===== config.mk =====
export PLATFORM = sky130hd
export DESIGN_NAME = ahb_slave_mux
export DESIGN_NICKNAME = d
export VERILOG_FILES = /design/src/rtl/ahb_slave_mux.sv
export SDC_FILE = /design/constraint.sdc
export NUM_CORES = 1
export LEC_CHECK = 0
export CORE_UTILIZATION = 24
export CTS_CLUSTER_DIAMETER = 80
export DETAILED_ROUTE_END_ITERATION = 16
export GPL_TIMING_DRIVEN = 1
export PLACE_DENSITY = 0.76
export SYNTH_ARGS = -nofsm -noshare
export SYNTH_HDL_FRONTEND = slang
export SYNTH_SLANG_ARGS = --single-unit

===== constraint.sdc =====
create_clock -name clk -period 1.8 [get_ports clk]
set_input_delay 0.27 -clock clk [delete_from_list [all_inputs] [get_ports clk]]
set_output_delay 0.27 -clock clk [all_outputs]
set_load 0.02 [all_outputs]

===== src/rtl/ahb_slave_mux.sv =====
// AHB-Lite response multiplexer: routes HRDATA/HREADY/HRESP from the data-phase
// slave and supplies a default-slave two-cycle ERROR for unmapped or multi-hot selects.
module ahb_slave_mux #(
    parameter int unsigned NUM_SLV   = 3,
    parameter int unsigned DATA_W    = 32,
    parameter int unsigned ERR_CNT_W = 8
) (
    input  logic                        clk,
    input  logic                        rst_n,
    input  logic [NUM_SLV-1:0]          HSEL,
    input  logic [1:0]                  HTRANS,
    input  logic [NUM_SLV*DATA_W-1:0]   HRDATA_S,
    input  logic [NUM_SLV-1:0]          HREADYOUT_S,
    input  logic [NUM_SLV-1:0]          HRESP_S,
    output logic [DATA_W-1:0]           HRDATA,
    output logic                        HREADY,
    output logic                        HRESP,
    output logic [ERR_CNT_W-1:0]        err_cnt
);

    typedef enum logic [1:0] {
        ST_IDLE,
        ST_ERR1,
        ST_ERR2
    } state_t;

    state_t             state;
    logic [NUM_SLV-1:0] dsel;
    logic               active;
    logic               onehot;
    logic               dec_err;

    assign active  = HTRANS[1];
    // Non-zero with no second bit set: clearing the lowest set bit leaves zero.
    assign onehot  = (HSEL != '0) && ((HSEL & (HSEL - NUM_SLV'(1))) == '0);
    assign dec_err = active && !onehot;

    always_comb begin
        HRDATA = '0;
        HREADY = 1'b1;
        HRESP  = 1'b0;
        if (dsel != '0) begin
            for (int unsigned i = 0; i < NUM_SLV; i++) begin
                if (dsel[i]) begin
                    HRDATA = HRDATA_S[i*DATA_W +: DATA_W];
                    HREADY = HREADYOUT_S[i];
                    HRESP  = HRESP_S[i];
                end
            end
        end else begin
            case (state)
                ST_ERR1: begin
                    HREADY = 1'b0;
                    HRESP  = 1'b1;
                end
                ST_ERR2: begin
                    HREADY = 1'b1;
                    HRESP  = 1'b1;
                end
                default: begin
                    HREADY = 1'b1;
                    HRESP  = 1'b0;
                end
            endcase
        end
    end

    // ERR1 always drives HREADY low, so the capture branch is only reached from IDLE or ERR2.
    always_ff @(posedge clk or negedge rst_n) begin
        if (!rst_n) begin
            state   <= ST_IDLE;
            dsel    <= '0;
            err_cnt <= '0;
        end else if (HREADY) begin
            dsel <= onehot ? HSEL : '0;
            if (dec_err) begin
                state <= ST_ERR1;
                if (err_cnt != '1)
                    err_cnt <= err_cnt + ERR_CNT_W'(1);
            end else begin
                state <= ST_IDLE;
            end
        end else if (state == ST_ERR1) begin
            state <= ST_ERR2;
        end
    end

endmodule


==> impl_results.html, run 1 <==
<table>
<tr><th>Metric</th><th>Value</th></tr>
<tr><th colspan="2">GRT</th></tr>
<tr><td>Maximum number of pins on one net before global-route repair</td><td>36</td></tr>
<tr><td>Vias in the first global route</td><td>1,620</td></tr>
<tr><td>Number of antenna violations at the first check in global routing</td><td>0</td></tr>
<tr><td>Wire length of the first global-routing pass</td><td>7540 µm</td></tr>
<tr><td>Congestion Overflow GR</td><td>0</td></tr>
<tr><td>GRT Overall Usage</td><td>17.1%</td></tr>
<tr><th colspan="2">Worst setup path</th></tr>
<tr><td>Cells traversed along the worst timing path</td><td>a21o_1 -&gt; o21ai_2 -&gt; o41a_1 -&gt; inv_2 -&gt; buf_6</td></tr>
<tr><td>Arrival time of data at the critical path endpoint</td><td>1.50 ns</td></tr>
<tr><td>Startpoint kind of the worst setup timing path</td><td>flop</td></tr>
<tr><td>Worst-path maximum fanout</td><td>6</td></tr>
<tr><td>Type of destination of the critical path</td><td>output pin</td></tr>
<tr><td>Data required time at the worst endpoint</td><td>1.53 ns</td></tr>
<tr><td>Delay of the slowest cell on the worst path</td><td>0.45 ns</td></tr>
<tr><td>Crit path max-delay cell type</td><td>sky130_fd_sc_hd__dfrtp_2</td></tr>
<tr><td>Start-to-end type of the worst setup path</td><td>flop to output pin</td></tr>
<tr><th colspan="2">Route</th></tr>
<tr><td>Remaining antenna violation count</td><td>0</td></tr>
<tr><td>Detailed-router iteration count before antenna repair</td><td>4</td></tr>
<tr><td>Via count normalized by instance count</td><td>4.73</td></tr>
<tr><td>Average wire length per cell after detail routing</td><td>14.0 µm</td></tr>
<tr><td>Final wirelength</td><td>5780 µm</td></tr>
<tr><td>DR vias</td><td>1,947</td></tr>
<tr><td>Violation count after the first detailed-routing iteration</td><td>36</td></tr>
<tr><td>Drc violations</td><td>0</td></tr>
<tr><th colspan="2">STA</th></tr>
<tr><td>WHS</td><td>0.402 ns</td></tr>
<tr><td>Unrepaired setup endpoints after global routing</td><td>true</td></tr>
<tr><td>Max Freq</td><td>565 MHz</td></tr>
<tr><td>Setup violation total in the final timing report</td><td>0</td></tr>
<tr><td>Final Slew Violations</td><td>0</td></tr>
<tr><td>Fin worst setup slack</td><td>0.0315 ns</td></tr>
<tr><td>Final sum of negative setup slack</td><td>0 ns</td></tr>
<tr><td>Clock skew</td><td>0.000648 ns</td></tr>
<tr><td>Final worst path period need</td><td>1.77 ns</td></tr>
<tr><td>Transition time at the pin with the least slew margin</td><td>0.605 ns</td></tr>
<tr><td>Fin. Hold Viols</td><td>0</td></tr>
<tr><td>Final worst-path cycle share</td><td>98.3%</td></tr>
<tr><td>Normalized max-slew margin</td><td>59.5%</td></tr>
<tr><th colspan="2">Final layout</th></tr>
<tr><td>Layout area overhead</td><td>136%</td></tr>
<tr><td>Final core utilization</td><td>59.1%</td></tr>
<tr><td>Layout Nets</td><td>454</td></tr>
<tr><td>Fillers</td><td>490</td></tr>
<tr><td>Antenna cells</td><td>0</td></tr>
<tr><td>Layout cell share with drive strength beyond 1</td><td>24.3%</td></tr>
<tr><td>Non-filler cells in the finished layout</td><td>412</td></tr>
<tr><th colspan="2">Die</th></tr>
<tr><td>Die area</td><td>5650 µm²</td></tr>
<tr><td>Initial cell density of the core</td><td>25.0%</td></tr>
<tr><td>Core region area</td><td>5140 µm²</td></tr>
<tr><td>Die height</td><td>75.1 µm</td></tr>
<tr><td>Std-Cell Rows</td><td>26</td></tr>
<tr><td>IO Pins</td><td>151</td></tr>
<tr><td>Horizontal die dimension</td><td>75.1 µm</td></tr>
<tr><th colspan="2">Run status</th></tr>
<tr><td>Run status</td><td>finished clean</td></tr>
<tr><th colspan="2">Synthesis</th></tr>
<tr><td>Portion of the post-synthesis area used by sequential elements</td><td>25.3%</td></tr>
<tr><td>Average size of a mapped cell</td><td>7.17 µm²</td></tr>
<tr><td>Combined area of all synthesized cells</td><td>1280 µm²</td></tr>
<tr><td>Gate count after technology mapping</td><td>179</td></tr>
<tr><td>Number of synthesized register bits</td><td>13</td></tr>
<tr><td>Number of warning messages in the yosys log</td><td>0</td></tr>
<tr><td>Count of cell types in the netlist</td><td>30</td></tr>
<tr><td>Number of nets produced by synthesis</td><td>290</td></tr>
<tr><th colspan="2">Pwr</th></tr>
<tr><td>Gate power share</td><td>78.1%</td></tr>
<tr><td>P_int</td><td>1860 µW</td></tr>
<tr><td>Switching power summed over all nets</td><td>1670 µW</td></tr>
<tr><td>Sequential share of power</td><td>14.6%</td></tr>
<tr><td>PwrDens</td><td>1160 nW/µm²</td></tr>
<tr><td>Leakage power</td><td>0.00126 µW</td></tr>
<tr><td>Maximum resistive drop on vdd</td><td>0.752 mV</td></tr>
<tr><td>Switching share of power</td><td>47.3%</td></tr>
<tr><td>Clock share of power</td><td>7.3%</td></tr>
<tr><th colspan="2">Min path</th></tr>
<tr><td>HP Class</td><td>input pin to flop</td></tr>
<tr><th colspan="2">Clock network</th></tr>
<tr><td>Clock tree sinks</td><td>13</td></tr>
<tr><td>Insertion delay of the later-clocked pin in the worst-skew pair</td><td>0.24 ns</td></tr>
<tr><td>Maximum buffer depth of the clock tree</td><td>2</td></tr>
<tr><td>TritonCTS Buffers</td><td>3</td></tr>
<tr><td>Clock tree from TritonCTS</td><td>built</td></tr>
<tr><td>Clock slew at the register clock pins of the worst setup and hold paths</td><td>0.05 ns</td></tr>
<tr><td>Cell at the root of the clock tree</td><td>sky130_fd_sc_hd__clkbuf_8</td></tr>
<tr><td>H-tree levels</td><td>1</td></tr>
<tr><td>Hold_buf cts</td><td>0</td></tr>
<tr><th colspan="2">Place</th></tr>
<tr><td>Count of buffers inserted at the top-level ports</td><td>149</td></tr>
<tr><td>Final RePlAce weighted congestion</td><td>0.759</td></tr>
<tr><td>Final HPWL DP</td><td>4470 µm</td></tr>
<tr><td>Post-Place Worst Slack</td><td>-0.504 ns</td></tr>
<tr><td>Post-placement cell count</td><td>400</td></tr>
<tr><th colspan="2">Job</th></tr>
<tr><td>Maximum Capacitance Violations</td><td>0</td></tr>
</table>
## routing by layer
metal  global-route usage (%)  part of all wire (%)  vias up
met5                        0                     0        -
met4                     2.47                  0.50        0
met3                     2.81                   9.8        5
met2                     34.2                    52       79
met1                     19.3                    38      879
li1                         -                     -      984
## area by class of cell
class,count,area [µm²],area share [%]
timing repair buffer,175,1590,52.3
sequential,13,328,10.8
clock buffer,4,45.0,1.48
inverter,4,15.0,0.495
tap,70,87.6,2.89
multi-input combinational,146,973,32.1
## layout by cell type (no fill, tap or decap), drive strengths merged
master | Yosys | layout
o31ai | 2 | 2
clkbuf | 14 | 6
clkdlybuf4s50 | 0 | 113
and3b | 1 | 1
mux2 | 1 | 1
nand2b | 3 | 3
a21o | 1 | 1
nor4b | 1 | 1
o211a | 1 | 1
o41a | 1 | 1
nor2 | 4 | 4
buf | 2 | 58
dlymetal6s2s | 0 | 2
nand3 | 4 | 4
a41oi | 1 | 1
o41ai | 1 | 1
mux2i | 2 | 2
dfrtp | 13 | 13
or4 | 1 | 1
ha | 2 | 2
nor3 | 3 | 3
a22oi | 32 | 32
xor2 | 2 | 2
nand4 | 1 | 1
nor4 | 1 | 1
xnor2 | 4 | 4
nand2 | 39 | 39
inv | 4 | 4
nand3b | 1 | 1
o21ai | 36 | 36
nor2b | 1 | 1
## flip-flops by register name, summed over array words and instances, names as in the netlist
name	cells
dsel	3
state	2
err_cnt	8
## path summary, 6_finish.rpt
path,startpoint,end,slack (ns),cells past startpoint
worst max register to register,err_cnt[0]$_DFFE_PN0P_,err_cnt[5]$_DFFE_PN0P_,0.04,6
min in group asynchronous,rst_n,err_cnt[1]$_DFFE_PN0P_,0.41,1
worst max-delay path,dsel[1]$_DFFE_PN0P_,HREADY,0.03,5
max in group asynchronous,rst_n,dsel[1]$_DFFE_PN0P_,0.96,1
worst min register to register,state[1]$_DFFE_PN0P_,state[1]$_DFFE_PN0P_,0.51,2
worst min-delay path,HSEL[1],dsel[0]$_DFFE_PN0P_,0.40,2
## cell usage after synthesis, drive strengths merged
| master | count | area (µm²) |
|---|---|---|
| a41oi | 1 | 8.76 |
| a21o | 1 | 7.51 |
| inv | 4 | 15.0 |
| ha | 2 | 25.0 |
| buf | 2 | 22.5 |
| nand2 | 39 | 146 |
| nor2b | 1 | 6.26 |
| dfrtp | 13 | 325 |
| nand4 | 1 | 6.26 |
| nor4 | 1 | 6.26 |
| o31ai | 2 | 15.0 |
| xnor2 | 4 | 42.6 |
| nor4b | 1 | 8.76 |
| nand3 | 4 | 20.0 |
| xor2 | 2 | 17.5 |
| nand3b | 1 | 7.51 |
| or4 | 1 | 11.3 |
| clkbuf | 14 | 52.6 |
| o21ai | 36 | 180 |
| mux2 | 1 | 11.3 |
| nor2 | 4 | 15.0 |
| mux2i | 2 | 20.0 |
| a22oi | 32 | 240 |
| o211a | 1 | 10.0 |
| o41a | 1 | 11.3 |
| nor3 | 3 | 15.0 |
| nand2b | 3 | 18.8 |
| o41ai | 1 | 8.76 |
| and3b | 1 | 8.76 |
## per-stage QoR
| stage | total power, µW | instance area (µm²) |
|---|---|---|
| 6_report | 3530 | 3040 |
| 5_1_grt | 3800 | 3040 |
| 4_1_cts | 3550 | 3090 |
| 3_5_place_dp | 3240 | 2940 |
| 3_3_place_gp | 3220 | 2940 |
| 2_1_floorplan | 1910 | 1280 |
## worst max-delay path, delay by kind of cell, from the launching register on
kind / cells / cell delay [ns]
buf+inv: 2 / 0.21
compound gates: 3 / 0.59
flops: 1 / 0.45
## cell families after synthesis
logic type | share of synthesized area (%)
compound gates | 37.5
simple gates | 21.1
buf+inv | 7.02
flops | 25.3
xor+xnor | 4.68
mux | 2.44
fa+ha+maj | 1.95
## what timing repair did
item,4_1_cts,5_1_grt
setup endpoints to repair,37,37
pin swaps,2,6
resized for setup,126,52
setup buffers,5,3
## power groups by stage
stage	clock network (µW)	registers (µW)	logic (µW)
global route	274	535	2990
CTS	263	515	2770
global placement	0	514	2700
floorplan	0	568	1340
detailed placement	0	516	2720
finish	259	515	2760
Power figures use the tool's default switching activity.
==> run 2: changes to the inputs <==
CELL_PAD_IN_SITES_DETAIL_PLACEMENT = 1   (was unset)
CELL_PAD_IN_SITES_GLOBAL_PLACEMENT = 1   (was unset)
CORE_UTILIZATION = 15   (was 24)
PLACE_DENSITY = unset   (was 0.76)
PLACE_DENSITY_LB_ADDON = 0.1   (was unset)
==> impl_results.html, run 2 (synthesized netlist as in run 1, its figures left out) <==
<table>
<tr><th>Metric</th><th>Value</th></tr>
<tr><th colspan="2">Final layout</th></tr>
<tr><td>Layout area overhead</td><td>151%</td></tr>
<tr><td>Layout Nets</td><td>458 (+0.88%)</td></tr>
<tr><td>Antenna cells</td><td>0 (unchanged)</td></tr>
<tr><td>Fillers</td><td>985 (+100%)</td></tr>
<tr><td>Registers with the highest flip-flop counts</td><td>err_cnt x8, dsel x3, state x2</td></tr>
<tr><td>Layout cell share with drive strength beyond 1</td><td>28.9% (+4.6 points)</td></tr>
<tr><td>Sequential standard cell area</td><td>328 µm² (unchanged)</td></tr>
<tr><td>Area of the multi-input gates</td><td>1010 µm² (+3.5%)</td></tr>
<tr><td>Most common cell after layout, fill and taps aside</td><td>sky130_fd_sc_hd__clkdlybuf4s50_1</td></tr>
<tr><td>Commonest cells after routing, fill and taps aside</td><td>sky130_fd_sc_hd__clkdlybuf4s50_1 (115), sky130_fd_sc_hd__buf_4 (48), sky130_fd_sc_hd__nand2_1 (39)</td></tr>
<tr><td>Flip-flop count of the largest register after layout</td><td>8 (unchanged)</td></tr>
<tr><td>Register ranked first by flip-flop count</td><td>err_cnt</td></tr>
<tr><th colspan="2">Worst setup path</th></tr>
<tr><td>Startpoint kind of the worst setup timing path</td><td>flop</td></tr>
<tr><td>Start-to-end type of the worst setup path</td><td>flop to flop</td></tr>
<tr><td>Data required time at the worst endpoint</td><td>1.93 ns (+0.40 ns)</td></tr>
<tr><td>Arrival time of data at the critical path endpoint</td><td>2.01 ns (+0.51 ns)</td></tr>
<tr><td>Worst-path maximum fanout</td><td>6 (unchanged)</td></tr>
<tr><td>Startpoint of the worst setup timing path</td><td>dsel[1]$_DFFE_PN0P_</td></tr>
<tr><td>Launching point of the worst reg2reg path</td><td>dsel[1]$_DFFE_PN0P_</td></tr>
<tr><td>Type of destination of the critical path</td><td>flop</td></tr>
<tr><th colspan="2">Route</th></tr>
<tr><td>Drc violations</td><td>0 (unchanged)</td></tr>
<tr><td>Violation count after the first detailed-routing iteration</td><td>32 (-11%)</td></tr>
<tr><td>Final wirelength</td><td>7230 µm (+25%)</td></tr>
<tr><td>Via count normalized by instance count</td><td>4.47 (-5.5%)</td></tr>
<tr><td>Remaining antenna violation count</td><td>0 (unchanged)</td></tr>
<tr><td>DR vias</td><td>2,014 (+3.4%)</td></tr>
<tr><td>Average wire length per cell after detail routing</td><td>16.0 µm (+14%)</td></tr>
<tr><td>Detailed-router iteration count before antenna repair</td><td>4 (unchanged)</td></tr>
<tr><th colspan="2">STA</th></tr>
<tr><td>Final Slew Violations</td><td>0 (unchanged)</td></tr>
<tr><td>Setup violation total in the final timing report</td><td>7 (+7)</td></tr>
<tr><td>Fin. Hold Viols</td><td>0 (unchanged)</td></tr>
<tr><td>Fin worst setup slack</td><td>-0.0814 ns (-0.113 ns)</td></tr>
<tr><td>Unrepaired setup endpoints after global routing</td><td>true</td></tr>
<tr><td>Max Freq</td><td>532 MHz (-6.0%)</td></tr>
<tr><td>Clock skew</td><td>0.00293 ns (+0.00228 ns)</td></tr>
<tr><td>Normalized max-slew margin</td><td>75.5% (+16 points)</td></tr>
<tr><td>Final worst-path cycle share</td><td>105% (+6.3 points)</td></tr>
<tr><td>Transition time at the pin with the least slew margin</td><td>0.366 ns (-0.240 ns)</td></tr>
<tr><td>Final worst path period need</td><td>1.88 ns (+0.113 ns)</td></tr>
<tr><td>Final sum of negative setup slack</td><td>-0.220 ns (-0.220 ns)</td></tr>
<tr><th colspan="2">Run status</th></tr>
<tr><td>Failing checks</td><td>setup timing</td></tr>
<tr><td>Run status</td><td>complete, but fails checks</td></tr>
<tr><th colspan="2">Pwr</th></tr>
<tr><td>P_int</td><td>2060 µW (+11%)</td></tr>
<tr><td>Switching power summed over all nets</td><td>1790 µW (+7.1%)</td></tr>
<tr><td>Gate power share</td><td>79.5% (+1.4 points)</td></tr>
<tr><td>Maximum resistive drop on vdd</td><td>0.579 mV (-23%)</td></tr>
<tr><td>PwrDens</td><td>1190 nW/µm² (+2.6%)</td></tr>
<tr><td>Switching share of power</td><td>46.4% (-0.83 points)</td></tr>
<tr><td>Clock share of power</td><td>7.1% (-0.2 points)</td></tr>
<tr><td>Leakage power</td><td>0.00127 µW (+1.2%)</td></tr>
<tr><td>Sequential share of power</td><td>13.4% (-1.2 points)</td></tr>
<tr><th colspan="2">Clock network</th></tr>
<tr><td>Insertion delay of the later-clocked pin in the worst-skew pair</td><td>0.25 ns (about the same)</td></tr>
<tr><td>Clock slew at the register clock pins of the worst setup and hold paths</td><td>0.06 ns (about the same)</td></tr>
<tr><td>Clock tree from TritonCTS</td><td>built</td></tr>
<tr><td>Cell at the root of the clock tree</td><td>sky130_fd_sc_hd__clkbuf_8</td></tr>
<tr><td>Maximum buffer depth of the clock tree</td><td>2 (unchanged)</td></tr>
<tr><td>TritonCTS Buffers</td><td>3 (unchanged)</td></tr>
<tr><td>H-tree levels</td><td>1 (unchanged)</td></tr>
<tr><td>Hold_buf cts</td><td>0 (unchanged)</td></tr>
<tr><td>Clock tree sinks</td><td>13 (unchanged)</td></tr>
<tr><th colspan="2">GRT</th></tr>
<tr><td>Maximum number of pins on one net before global-route repair</td><td>37 (+2.8%)</td></tr>
<tr><td>Wire length of the first global-routing pass</td><td>10,300 µm (+37%)</td></tr>
<tr><td>Number of antenna violations at the first check in global routing</td><td>0 (unchanged)</td></tr>
<tr><td>GRT Overall Usage</td><td>15.0% (-2.1 points)</td></tr>
<tr><td>Congestion Overflow GR</td><td>0 (unchanged)</td></tr>
<tr><td>Vias in the first global route</td><td>1,903 (+17%)</td></tr>
<tr><th colspan="2">Die</th></tr>
<tr><td>Std-Cell Rows</td><td>33 (+27%)</td></tr>
<tr><td>Die height</td><td>94.5 µm (+26%)</td></tr>
<tr><td>Initial cell density of the core</td><td>15.5% (-9.4 points)</td></tr>
<tr><td>Core region area</td><td>8260 µm² (+61%)</td></tr>
<tr><td>Die area</td><td>8930 µm² (+58%)</td></tr>
<tr><td>Horizontal die dimension</td><td>94.5 µm (+26%)</td></tr>
<tr><td>IO Pins</td><td>151 (unchanged)</td></tr>
<tr><th colspan="2">Place</th></tr>
<tr><td>Post-Place Worst Slack</td><td>-0.413 ns (+0.0919 ns)</td></tr>
<tr><td>Final RePlAce weighted congestion</td><td>0.691 (-8.9%)</td></tr>
<tr><td>Count of buffers inserted at the top-level ports</td><td>149 (unchanged)</td></tr>
<tr><td>Final HPWL DP</td><td>5470 µm (+22%)</td></tr>
<tr><th colspan="2">Job</th></tr>
<tr><td>Maximum Capacitance Violations</td><td>0 (unchanged)</td></tr>
<tr><th colspan="2">Min path</th></tr>
<tr><td>HP Class</td><td>input pin to async pin</td></tr>
</table>
run 2: cell count changes in the layout (fill, tap and decap cells not counted), sizes merged:
cell,previous run,this run
dlymetal6s2s,2,0
clkdlybuf4s50,113,115
buf,58,64
clkbuf,6,4
run 2: metal layers:
| metal | track usage (%) | wire (µm) | up-vias |
|---|---|---|---|
| li1 | - | - | 994 |
| met1 | 19.6 | 3080 | 926 |
| met3 | 2.33 | 622 | 7 |
| met2 | 25.6 | 3440 | 87 |
| met4 | 3.91 | 87 | 0 |
| met5 | 0 | 0 | - |
run 2: final cells by class:
cell class | instances | share of cell area [%]
Sequential cell | 13 | 10.2
Timing Repair Buffer | 179 | 52.7
Clock buffer | 4 | 1.40
Inverter | 4 | 0.466
Tap cell | 105 | 4.07
Multi-Input combinational cell | 146 | 31.2
run 2: path summary, 6_finish.rpt:
path,end,slack (ns),depth (start not counted)
min in group clk,state[1]$_DFFE_PN0P_,0.49,2
setup / recovery,err_cnt[4]$_DFFE_PN0P_,-0.08,7
hold / removal,state[1]$_DFFE_PN0P_,0.30,1
max in group asynchronous,err_cnt[0]$_DFFE_PN0P_,1.06,2
hold reg to reg,state[1]$_DFFE_PN0P_,0.49,2
setup reg to reg,err_cnt[4]$_DFFE_PN0P_,-0.08,7
run 2: stage by stage:
step	util, %	hold WS, ns	instance area (µm²)	total power [µW]	cells
global placement	36.7	0.479	3030	3340	441
CTS	37.0	0.299	3060	3660	451
finish	39.0	0.298	3220	3850	451
global route	39.0	0.328	3220	4110	451
detailed placement	36.7	0.485	3030	3350	441
floorplan	-	-0.0256	1280	1910	179
run 2: power groups by stage:
stage | Combinational (µW) | Clock (µW) | Sequential (µW)
floorplan | 1340 | 0 | 568
global placement | 2820 | 0 | 514
detailed placement | 2840 | 0 | 516
CTS | 2860 | 284 | 517
global route | 3280 | 294 | 536
finish | 3060 | 274 | 514
run 2: critical path, cell delays in order, from the launching register on:
cell and delay [ns]:
sky130_fd_sc_hd__dfrtp_2 0.46, sky130_fd_sc_hd__buf_6 0.14, sky130_fd_sc_hd__and3b_1 0.21, sky130_fd_sc_hd__o21ai_2 0.07
sky130_fd_sc_hd__o41a_1 0.16, sky130_fd_sc_hd__buf_6 0.16, sky130_fd_sc_hd__or4_4 0.43, sky130_fd_sc_hd__xnor2_2 0.14
run 2: what timing repair did:
| item | 4_1_cts | 5_1_grt |
|---|---|---|
| resized for setup | 160 | 46 |
| pin swaps | 6 | 16 |
| cloned | 2 | 0 |
| buffers inserted | 4 | 1 |
| endpoints found under the setup margin | 39 | 36 |
